<file path="config.mk">
export PLATFORM = sky130hd
export DESIGN_NAME = vcve2_vrf_bank_sync
export DESIGN_NICKNAME = d
export VERILOG_FILES = /design/src/rtl/vcve2_pkg.sv /design/src/rtl/vcve2_outstanding_cnt.sv /design/src/rtl/vcve2_vrf_bank_sync.sv
export SDC_FILE = /design/constraint.sdc
export NUM_CORES = 1
export LEC_CHECK = 0
export ABC_CLOCK_PERIOD_IN_PS = 2400
export BUFFER_PORTS_ARGS = -buffer_cell sky130_fd_sc_hd__buf_2
export CAP_MARGIN = 20
export CELL_PAD_IN_SITES_DETAIL_PLACEMENT = 2
export CELL_PAD_IN_SITES_GLOBAL_PLACEMENT = 2
export CORE_UTILIZATION = 29
export DETAILED_ROUTE_END_ITERATION = 12
export PLACE_DENSITY = 0.83
export SLEW_MARGIN = 20
export SYNTH_ARGS = -nofsm -noshare
export SYNTH_HDL_FRONTEND = slang
export SYNTH_HIERARCHICAL = 1
export SYNTH_SLANG_ARGS = --single-unit
</file>
<file path="constraint.sdc">
create_clock -name clk_i -period 2.4 [get_ports clk_i]
set_input_delay 0.36 -clock clk_i [delete_from_list [all_inputs] [get_ports clk_i]]
set_output_delay 0.36 -clock clk_i [all_outputs]
set_load 0.05 [all_outputs]
</file>
<file path="src/rtl/vcve2_pkg.sv">
// vcve2_pkg: shared types and limits for the vcve2 vector unit.
//   vrf_sync_state_e      - states of the VRF bank launch/sync controller
//   VrfSyncMaxIfs         - largest supported number of VRF banks
//   VrfSyncMaxOutstanding - largest supported outstanding depth per bank
package vcve2_pkg;

  typedef enum logic [1:0] {
    IDLE   = 2'd0,
    LAUNCH = 2'd1,
    RUN    = 2'd2,
    DRAIN  = 2'd3
  } vrf_sync_state_e;

  localparam int unsigned VrfSyncMaxIfs         = 8;
  localparam int unsigned VrfSyncMaxOutstanding = 7;

endpackage

</file>
<file path="src/rtl/vcve2_outstanding_cnt.sv">
// vcve2_outstanding_cnt: outstanding-transaction counter for one VRF bank.
//   clk_i, rst_ni  clock, synchronous active-low reset
//   req_i          raw data_req from the bank FSM
//   gnt_i          memory grant
//   rvalid_i       memory response valid
//   req_o          data_req gated while the bank is saturated
//   idle_o         no transactions outstanding
//   underflow_o    response seen with nothing outstanding (protocol error)
module vcve2_outstanding_cnt import vcve2_pkg::*; #(
  parameter int unsigned MaxOutstanding = 2
) (
  input  logic clk_i,
  input  logic rst_ni,
  input  logic req_i,
  input  logic gnt_i,
  input  logic rvalid_i,
  output logic req_o,
  output logic idle_o,
  output logic underflow_o
);

  localparam int unsigned CntW = $clog2(MaxOutstanding + 1);

  if (MaxOutstanding < 1 || MaxOutstanding > VrfSyncMaxOutstanding) begin : g_bad_max
    $error("MaxOutstanding out of range");
  end

  logic [CntW-1:0] r_cnt;
  logic            w_inc;
  logic            w_dec;

  assign req_o = req_i & (r_cnt < CntW'(MaxOutstanding));

  // A grant only counts against a request that actually reached memory.
  assign w_inc       = gnt_i & req_o;
  assign w_dec       = rvalid_i;
  assign idle_o      = (r_cnt == '0);
  assign underflow_o = w_dec & ~w_inc & (r_cnt == '0);

  always_ff @(posedge clk_i) begin
    if (!rst_ni) begin
      r_cnt <= '0;
    end else if (w_inc && !w_dec) begin
      r_cnt <= r_cnt + CntW'(1);
    end else if (!w_inc && w_dec && (r_cnt != '0)) begin
      r_cnt <= r_cnt - CntW'(1);
    end
  end

endmodule

</file>
<file path="src/rtl/vcve2_vrf_bank_sync.sv">
// vcve2_vrf_bank_sync: launch / round-barrier controller for N VRF banks.
//   start_i, abort_i, skew_i, rounds_i  operation control from the ID stage
//   bank_start_o    staggered one-cycle start pulse per bank
//   bank_done_i     per-bank round done
//   bank_release_o  barrier release pulse to every bank
//   bank_req_i/o, data_gnt_i, data_rvalid_i, data_err_i  memory side, gated
//   agu_load_o, agu_incr_o  address generator control
//   busy_o, all_done_o, err_o, err_bank_o  status
//
// state  | meaning
// IDLE   | waiting for start_i
// LAUNCH | staggering bank starts, barrier already active
// RUN    | all banks started, barrier rounds in progress
// DRAIN  | rounds done, waiting for outstanding transactions to return
module vcve2_vrf_bank_sync import vcve2_pkg::*; #(
  parameter int unsigned NumIfs         = 2,
  parameter int unsigned MaxOutstanding = 2,
  parameter int unsigned SkewW          = 3,
  parameter int unsigned RoundW         = 8,
  localparam int unsigned IdxW          = (NumIfs > 1) ? $clog2(NumIfs) : 1
) (
  input  logic              clk_i,
  input  logic              rst_ni,
  input  logic              start_i,
  input  logic              abort_i,
  input  logic [SkewW-1:0]  skew_i,
  input  logic [RoundW-1:0] rounds_i,
  output logic [NumIfs-1:0] bank_start_o,
  input  logic [NumIfs-1:0] bank_done_i,
  output logic [NumIfs-1:0] bank_release_o,
  input  logic [NumIfs-1:0] bank_req_i,
  output logic [NumIfs-1:0] bank_req_o,
  input  logic [NumIfs-1:0] data_gnt_i,
  input  logic [NumIfs-1:0] data_rvalid_i,
  input  logic [NumIfs-1:0] data_err_i,
  output logic              agu_load_o,
  output logic              agu_incr_o,
  output logic              busy_o,
  output logic              all_done_o,
  output logic              err_o,
  output logic [IdxW-1:0]   err_bank_o
);

  if (NumIfs < 1 || NumIfs > VrfSyncMaxIfs) begin : g_bad_numifs
    $error("NumIfs out of range");
  end

  vrf_sync_state_e r_state, w_state_nxt;

  logic [SkewW-1:0]  r_skew;
  logic [SkewW-1:0]  r_skew_cnt;
  logic [IdxW-1:0]   r_bank_idx;
  logic [NumIfs-1:0] r_started;
  logic [NumIfs-1:0] r_done;
  logic [RoundW-1:0] r_round_cnt;
  logic [RoundW-1:0] r_rounds;
  logic              r_release;
  logic              r_err;
  logic [IdxW-1:0]   r_err_bank;

  logic [NumIfs-1:0] w_bank_start;
  logic [NumIfs-1:0] w_done_set;
  logic [NumIfs-1:0] w_cnt_idle;
  logic [NumIfs-1:0] w_uflow;
  logic [NumIfs-1:0] w_err_vec;
  logic [IdxW-1:0]   w_err_idx;
  logic              w_start_ok;
  logic              w_barrier;
  logic              w_round_last;
  logic              w_skew_tc;
  logic              w_last_bank;
  logic              w_drained;
  logic              w_all_done;

  for (genvar k = 0; k < NumIfs; k++) begin : g_out
    vcve2_outstanding_cnt #(
      .MaxOutstanding(MaxOutstanding)
    ) u_cnt (
      .clk_i      (clk_i),
      .rst_ni     (rst_ni),
      .req_i      (bank_req_i[k]),
      .gnt_i      (data_gnt_i[k]),
      .rvalid_i   (data_rvalid_i[k]),
      .req_o      (bank_req_o[k]),
      .idle_o     (w_cnt_idle[k]),
      .underflow_o(w_uflow[k])
    );
  end

  assign w_start_ok  = start_i & ~abort_i & (r_state == IDLE);
  assign w_skew_tc   = (r_skew_cnt == SkewW'(1));
  assign w_last_bank = (r_bank_idx == IdxW'(NumIfs - 1));

  // Dones from banks not yet started are dropped.
  assign w_done_set   = r_done | (bank_done_i & r_started);
  assign w_barrier    = ((r_state == LAUNCH) || (r_state == RUN)) && (&w_done_set) && !abort_i;
  assign w_round_last = w_barrier && ((r_round_cnt + RoundW'(1)) == r_rounds);
  assign w_drained    = (&w_cnt_idle) && !(|(bank_req_o & data_gnt_i));

  always_ff @(posedge clk_i) begin
    if (!rst_ni) begin
      r_state <= IDLE;
    end else begin
      r_state <= w_state_nxt;
    end
  end

  always_comb begin
    w_state_nxt  = r_state;
    w_bank_start = '0;
    w_all_done   = 1'b0;
    case (r_state)
      IDLE: begin
        if (w_start_ok) begin
          if (skew_i == '0) begin
            w_bank_start = '1;
            w_state_nxt  = RUN;
          end else begin
            w_bank_start = NumIfs'(1);
            w_state_nxt  = (NumIfs == 1) ? RUN : LAUNCH;
          end
        end
      end
      LAUNCH: begin
        if (w_skew_tc) begin
          for (int k = 0; k < NumIfs; k++) begin
            if (r_bank_idx == IdxW'(k)) w_bank_start[k] = 1'b1;
          end
          if (w_last_bank) w_state_nxt = RUN;
        end
        if (w_round_last) w_state_nxt = DRAIN;
      end
      RUN: begin
        if (w_round_last) w_state_nxt = DRAIN;
      end
      DRAIN: begin
        if (w_drained) begin
          w_all_done  = 1'b1;
          w_state_nxt = IDLE;
        end
      end
      default: w_state_nxt = IDLE;
    endcase
    if (abort_i) begin
      w_state_nxt  = IDLE;
      w_bank_start = '0;
      w_all_done   = 1'b0;
    end
  end

  always_ff @(posedge clk_i) begin
    if (!rst_ni) begin
      r_skew      <= '0;
      r_skew_cnt  <= '0;
      r_bank_idx  <= '0;
      r_started   <= '0;
      r_done      <= '0;
      r_round_cnt <= '0;
      r_rounds    <= '0;
      r_release   <= 1'b0;
    end else if (abort_i) begin
      r_skew_cnt  <= '0;
      r_bank_idx  <= '0;
      r_started   <= '0;
      r_done      <= '0;
      r_round_cnt <= '0;
      r_release   <= 1'b0;
    end else begin
      r_release <= w_barrier;
      case (r_state)
        IDLE: begin
          if (w_start_ok) begin
            r_skew      <= skew_i;
            r_skew_cnt  <= skew_i;
            r_rounds    <= (rounds_i == '0) ? RoundW'(1) : rounds_i;
            r_bank_idx  <= IdxW'(1);
            r_started   <= w_bank_start;
            r_done      <= '0;
            r_round_cnt <= '0;
          end
        end
        LAUNCH, RUN: begin
          // Skew timer counts down to 1, fires a start, then reloads.
          if (r_state == LAUNCH) begin
            if (w_skew_tc) begin
              r_skew_cnt <= r_skew;
              r_bank_idx <= r_bank_idx + IdxW'(1);
            end else begin
              r_skew_cnt <= r_skew_cnt - SkewW'(1);
            end
          end
          r_started <= r_started | w_bank_start;
          r_done    <= w_barrier ? '0 : w_done_set;
          if (w_barrier) r_round_cnt <= r_round_cnt + RoundW'(1);
        end
        default: ;
      endcase
    end
  end

  assign w_err_vec = (data_err_i & data_rvalid_i) | w_uflow;

  always_comb begin
    w_err_idx = '0;
    for (int k = NumIfs - 1; k >= 0; k--) begin
      if (w_err_vec[k]) w_err_idx = IdxW'(k);
    end
  end

  always_ff @(posedge clk_i) begin
    if (!rst_ni) begin
      r_err      <= 1'b0;
      r_err_bank <= '0;
    end else if (abort_i || w_start_ok) begin
      r_err      <= 1'b0;
      r_err_bank <= '0;
    end else if (|w_err_vec) begin
      r_err <= 1'b1;
      if (!r_err) r_err_bank <= w_err_idx;
    end
  end

  assign bank_start_o   = w_bank_start;
  assign agu_load_o     = w_bank_start[0];
  assign bank_release_o = {NumIfs{r_release}};
  assign agu_incr_o     = r_release;
  assign busy_o         = (r_state != IDLE);
  assign all_done_o     = w_all_done;
  assign err_o          = r_err;
  assign err_bank_o     = r_err_bank;

endmodule
</file>
# Yosys cells after proc, flatten, opt, wreduce, memory -nomap -nowiden

Index checks and enable logic that the tools add are counted.

Input port bits: 25
Flip-flop bits (word level): 36
Word-level logic and storage cells: 140

$lt $le $gt $ge: 2
Equality and inequality tests: 13
Multiplexer cells: 41
$add $sub $neg: 7
Reductions and logical operators: 43
Bitwise operators: 21

Operator list:

| cell                                                           | number |
|---|---|
| 2-bit 2-to-1 mux                                               | 18 |
| 8-bit 2-to-1 mux                                               | 3 |
| 8-bit case mux with 2 select lines                             | 1 |
| 2-bit inequality test (second input constant)                  | 6 |
| 2-bit case mux with 2 select lines                             | 3 |
| 2-bit nonzero test                                             | 6 |
| 1-bit bitwise AND                                              | 10 |
| 1-bit logical AND                                              | 10 |
| 1-bit 2-to-1 mux                                               | 10 |
| 2-bit OR reduction                                             | 5 |
| 3-bit 2-to-1 mux                                               | 3 |
| 3-bit AND reduction                                            | 3 |
| 8-bit by 1-bit adder with 8-bit output (second input constant) | 1 |
| 8-bit equality test                                            | 1 |
| 8-bit logical NOT                                              | 1 |
| 2-bit case mux with 4 select lines                             | 1 |
| 2-bit AND reduction                                            | 4 |
| 2-bit bitwise AND                                              | 3 |
| 1-bit logical NOT                                              | 6 |
| 2-bit logical NOT                                              | 3 |
| 3-bit inequality test (second input constant)                  | 2 |
| 2-bit bitwise OR                                               | 3 |
| 3-bit case mux with 2 select lines                             | 1 |
| 1-bit NOT                                                      | 5 |
| 13 further kinds                                               | 18 |

# Depth between registers and ports, before layout

Word-level depth: 9
Mapped depth: 10

# Hierarchy

The synthesis kept the hierarchy.

By module, submodules not included:

| module                | cells each | area each (µm²) | sequential area each (µm²) | instances |
|---|---|---|---|---|
| vcve2_vrf_bank_sync   | 242        | 1,940.6         | 640.6                      | 1 |
| vcve2_outstanding_cnt | 15         | 125.1           | 40.0                       | 2 |

# Worst setup path before layout

Ideal clock, no wire load.

Path type: flip-flop to output port
Start point: register r_state[0]
End point: output port bank_start_o[1]
Buffers on the path: 0
Data arrival time: 2.429 ns
Path slack: -0.389 ns
Cell stages (with the launch flop): 7
Path through: dfxtp_1 > inv_1 > ha_1 > inv_1 > nor2_1 > a32oi_1 > nor3_1

Word-level cells in the longest chain between the ends: 5
Elaborated cells between the ends (all ways): 6

Ends and longest elaborated chain:

| element                                | line                                                  | text |
|---|---|---|
| start: declaration                     | vcve2_vrf_bank_sync.sv:48                             | `vrf_sync_state_e r_state, w_state_nxt;` |
| start signal: assignment               | vcve2_vrf_bank_sync.sv:104                            | `r_state <= w_state_nxt;` |
| 2-bit logical NOT                      | vcve2_vrf_bank_sync.sv:90, vcve2_vrf_bank_sync.sv:112 |  |
| 1-bit bitwise AND                      | vcve2_vrf_bank_sync.sv:90                             | `assign w_start_ok = start_i & ~abort_i & (r_state == IDLE);` |
| 2-bit 2-to-1 mux                       | vcve2_vrf_bank_sync.sv:114                            | `if (w_start_ok) begin` |
| 2-bit case mux with 2 select lines (*) | vcve2_vrf_bank_sync.sv:112                            | `case (r_state)` |
| 2-bit 2-to-1 mux (*)                   | vcve2_vrf_bank_sync.sv:144                            | `if (abort_i) begin` |
| end: declaration                       | vcve2_vrf_bank_sync.sv:28                             | `output logic [NumIfs-1:0] bank_start_o,` |

Every way passes the cells marked *; elsewhere a longest branch is shown, timed or not.

# Worst setup path in the final report

Start point: register r_skew_cnt[1]
End point: output port agu_load_o

Word-level cells in the longest chain between the ends: 4

Ends and longest elaborated chain:

| element                                        | line                       | text |
|---|---|---|
| start: declaration                             | vcve2_vrf_bank_sync.sv:51  | `logic [SkewW-1:0] r_skew_cnt;` |
| start signal: assignment                       | vcve2_vrf_bank_sync.sv:174 | `r_skew_cnt <= skew_i;` |
| start signal: assignment                       | vcve2_vrf_bank_sync.sv:186 | `r_skew_cnt <= r_skew;` |
| start signal: assignment                       | vcve2_vrf_bank_sync.sv:189 | `r_skew_cnt <= r_skew_cnt - SkewW'(1);` |
| 3-bit by 1-bit equality test with 1-bit output | vcve2_vrf_bank_sync.sv:91  | `assign w_skew_tc = (r_skew_cnt == SkewW'(1));` |
| 2-bit 2-to-1 mux                               | vcve2_vrf_bank_sync.sv:125 | `if (w_skew_tc) begin` |
| 2-bit case mux with 2 select lines             | vcve2_vrf_bank_sync.sv:112 |  |
| 2-bit 2-to-1 mux                               | vcve2_vrf_bank_sync.sv:144 |  |
| end: declaration                               | vcve2_vrf_bank_sync.sv:36  | `output logic agu_load_o,` |

Every way passes these cells.

==> results.json <==
{
  "status": "finished clean",
  "hp-class": "in -> reg",
  "grt_pass1_wl_mm": 11.3,
  "slew_viol_final": 0,
  "synth_seq_cells": 36,
  "max-cap-violations": 0,
  "syn_inst": 272,
  "yosysSeqAreaShare_pct": 32.9,
  "finalSetupTns_ns": 0,
  "min_from": "rounds_i[4]",
  "async_flop_share_pct": 0,
  "via_count": 2178,
  "p_clk_share_pct": 32.4,
  "nets": 342,
  "leakagePower_nw": 0.989,
  "die_y_um": 88.9,
  "synth_edf_count": 0,
  "synth_area_per_cell_um2": 8.05,
  "power.share.sequential_pct": 45.4,
  "ioPinCount": 37,
  "syn_area_um2": 2190,
  "dp_hpwl_mm": 5.21,
  "routed_via_density": 5.31,
  "crit_path_start": "r_skew_cnt[1]",
  "routabilityCongestion": 0.761,
  "power.density_nw_per_um2": 538,
  "drt-initial-drc-count": 121,
  "rsz0062_at_grt": "false",
  "fin_crit_ns": 2.27,
  "initial_utilization_pct": 30.0,
  "final_cell_mix": "dfxtp_1, buf_2, nand2_1",
  "overflow": 0,
  "regArea_um2": 721,
  "clk_pin_slew_ns": 0.07,
  "nFillCells": 890,
  "power.total_mw": 1.41,
  "pwr-share-comb_pct": 22.2,
  "multi_input_area_um2": 1400,
  "fin_crit_sh_pct": 94.6,
  "hold_viol": 0,
  "synth_cell_types": 57,
  "grt_max_degree": 18,
  "p_switching_mw": 0.446,
  "drc": 0,
  "ant_nets": 0,
  "cts_sinks": 36,
  "dpl.cell_count": 402,
  "yosysWarnings": 6,
  "crit_required_ns": 2.04,
  "rows": 31,
  "crit_arrival_ns": 1.91,
  "internal_power_mw": 0.968,
  "cp-start-kind": "flop",
  "grt_use_total_pct": 18.8,
  "finClkSkew_ns": 0.00399,
  "crit_fanout": 7,
  "n_antenna_cell": 0,
  "syn_nets": 304,
  "wire_per_inst_um": 17.0,
  "finalNonFillerCells": 410,
  "root_buffer": "clkbuf_8",
  "switching_share_pct": 31.5,
  "first_pass_iters": 4,
  "end_kind": "output port",
  "rr_startpoint": "r_round_cnt[0]",
  "first_global_vias": 2270,
  "setup_viol": 0,
  "cts_tree": "yes",
  "cts.path.max_buffers": 2,
  "worst_pin_slew_ns": 0.633,
  "fmax_mhz": 441,
  "antenna_found_initial": 0,
  "final_common_cell": "dfxtp_1",
  "final_area_um2": 2630,
  "insertion_delay_ns": 0.29,
  "wl_mm": 6.96,
  "die_w_um": 88.9,
  "placed_cell_area_um2": 2500,
  "path_class": "reg -> out",
  "ir_drop_mv": 0.167,
  "dieArea_um2": 7910,
  "area.growth.synth_to_final_pct": 20.0,
  "placement.io_buffers": 36,
  "fin_util_pct": 36.1,
  "htree_levels": 2,
  "cts_made_buffers": 5,
  "synthFlopType": "dfxtp_1",
  "fp.coreArea_um2": 7290,
  "drive_above_1_share_pct": 23.8,
  "slew_headroom_pct": 57.3
}
==> cells by family after synthesis <==
group / Yosys count / synth area share, %
and+or+nand+nor: 106 / 25.3
AOI/OAI and AO/OA: 87 / 27.4
DFF: 36 / 32.9
buffers and inverters: 24 / 5.37
xor gates and xnor gates: 8 / 3.20
adders and majority gates: 7 / 4.00
muxes: 4 / 1.83
==> state kept, by name, summed over array words and instances (netlist names) <==
| register | count |
|---|---|
| r_skew_cnt | 3 |
| r_rounds | 8 |
| g_out.u_cnt/r_cnt | 4 |
| err_bank_o | 1 |
| r_state | 2 |
| r_done | 2 |
| agu_incr_o | 1 |
| err_o | 1 |
| r_started | 2 |
| r_bank_idx | 1 |
| r_skew | 3 |
| r_round_cnt | 8 |
==> critical path, cell delays in order, from the launching register on <==
cell and delay [ns]:
dfxtp_1 0.36, inv_1 0.08, ha_1 0.20, nor2b_1 0.14, buf_4 0.15, nand2_1 0.11, nor3_2 0.06, or2_2 0.29
clkbuf_4 0.22
==> timing repair <==
item                                    4_1_cts  5_1_grt
hold endpoints to repair                      0        0
gates resized for setup                       3        6
endpoints found under the setup margin        1        9
pin swaps                                     1        2
buffers inserted                              0        0
hold buffers                                  0        0
==> metrics by stage <==
step	hold slack, ns	setup WS, ns
after detailed placement	0.466	0.00691
after global placement	0.444	0.172
final	0.322	0.130
after floorplan	0.432	0.0413
after global routing	0.342	0.0221
after CTS	0.319	0.00949
==> per-layer routing <==
metal	GRT usage [%]	vias up	part of all wire [%]
met5	0	-	0
met2	33.7	33	51
li1	-	1057	-
met1	22.6	1075	44
met4	5.57	0	1.9
met3	3.79	13	3.0
==> synthesized netlist by cell type (all sizes together), types with 2 or more instances <==
cell	instances	area (um^2)
dfxtp	36	721
nand2	35	136
nor2	26	97.6
a21oi	25	125
o21ai	16	80.1
a21boi	15	113
clkbuf	9	35.0
inv	9	38.8
ha	7	87.6
buf	6	43.8
nand3	6	30.0
a211oi	5	37.5
and3	5	35.0
nor3	5	25.0
mux2i	4	40.0
nor4	4	40.0
o211ai	4	30.0
or3	4	25.0
xnor2	4	35.0
xor2	4	35.0
a22oi	3	22.5
nor2b	3	18.8
o31ai	3	22.5
a31oi	2	12.5
and4	2	17.5
nand2b	2	12.5
nand4	2	12.5
o2111ai	2	17.5
o311ai	2	35.0
or2	2	12.5
or4b	2	20.0
==> power groups by stage <==
| stage | registers [mW] | clock network [mW] | logic (mW) |
|---|---|---|---|
| after floorplan | 0.655 | 0 | 0.196 |
| after global placement | 0.653 | 0 | 0.289 |
| after detailed placement | 0.655 | 0 | 0.302 |
| after CTS | 0.641 | 0.472 | 0.307 |
| after global routing | 0.644 | 0.496 | 0.348 |
| final | 0.641 | 0.458 | 0.314 |
==> cell type report <==
type	instances	share of cell area [%]
Clock buffer	8	3.43
Tap cell	99	4.71
Inverter	9	1.47
Sequential cell	36	27.4
Timing Repair Buffer	46	9.90
Multi-Input combinational cell	212	53.1
==> worst paths after layout <==
| kind | to | cells past startpoint | slack (ns) |
|---|---|---|---|
| hold / removal | r_rounds[4] | 3 | 0.32 |
| setup / recovery | agu_load_o | 8 | 0.13 |
| hold reg to reg | r_skew[1] | 2 | 0.48 |
| setup reg to reg | r_state[0] | 7 | 0.14 |
(Power assumes the default switching activity.)
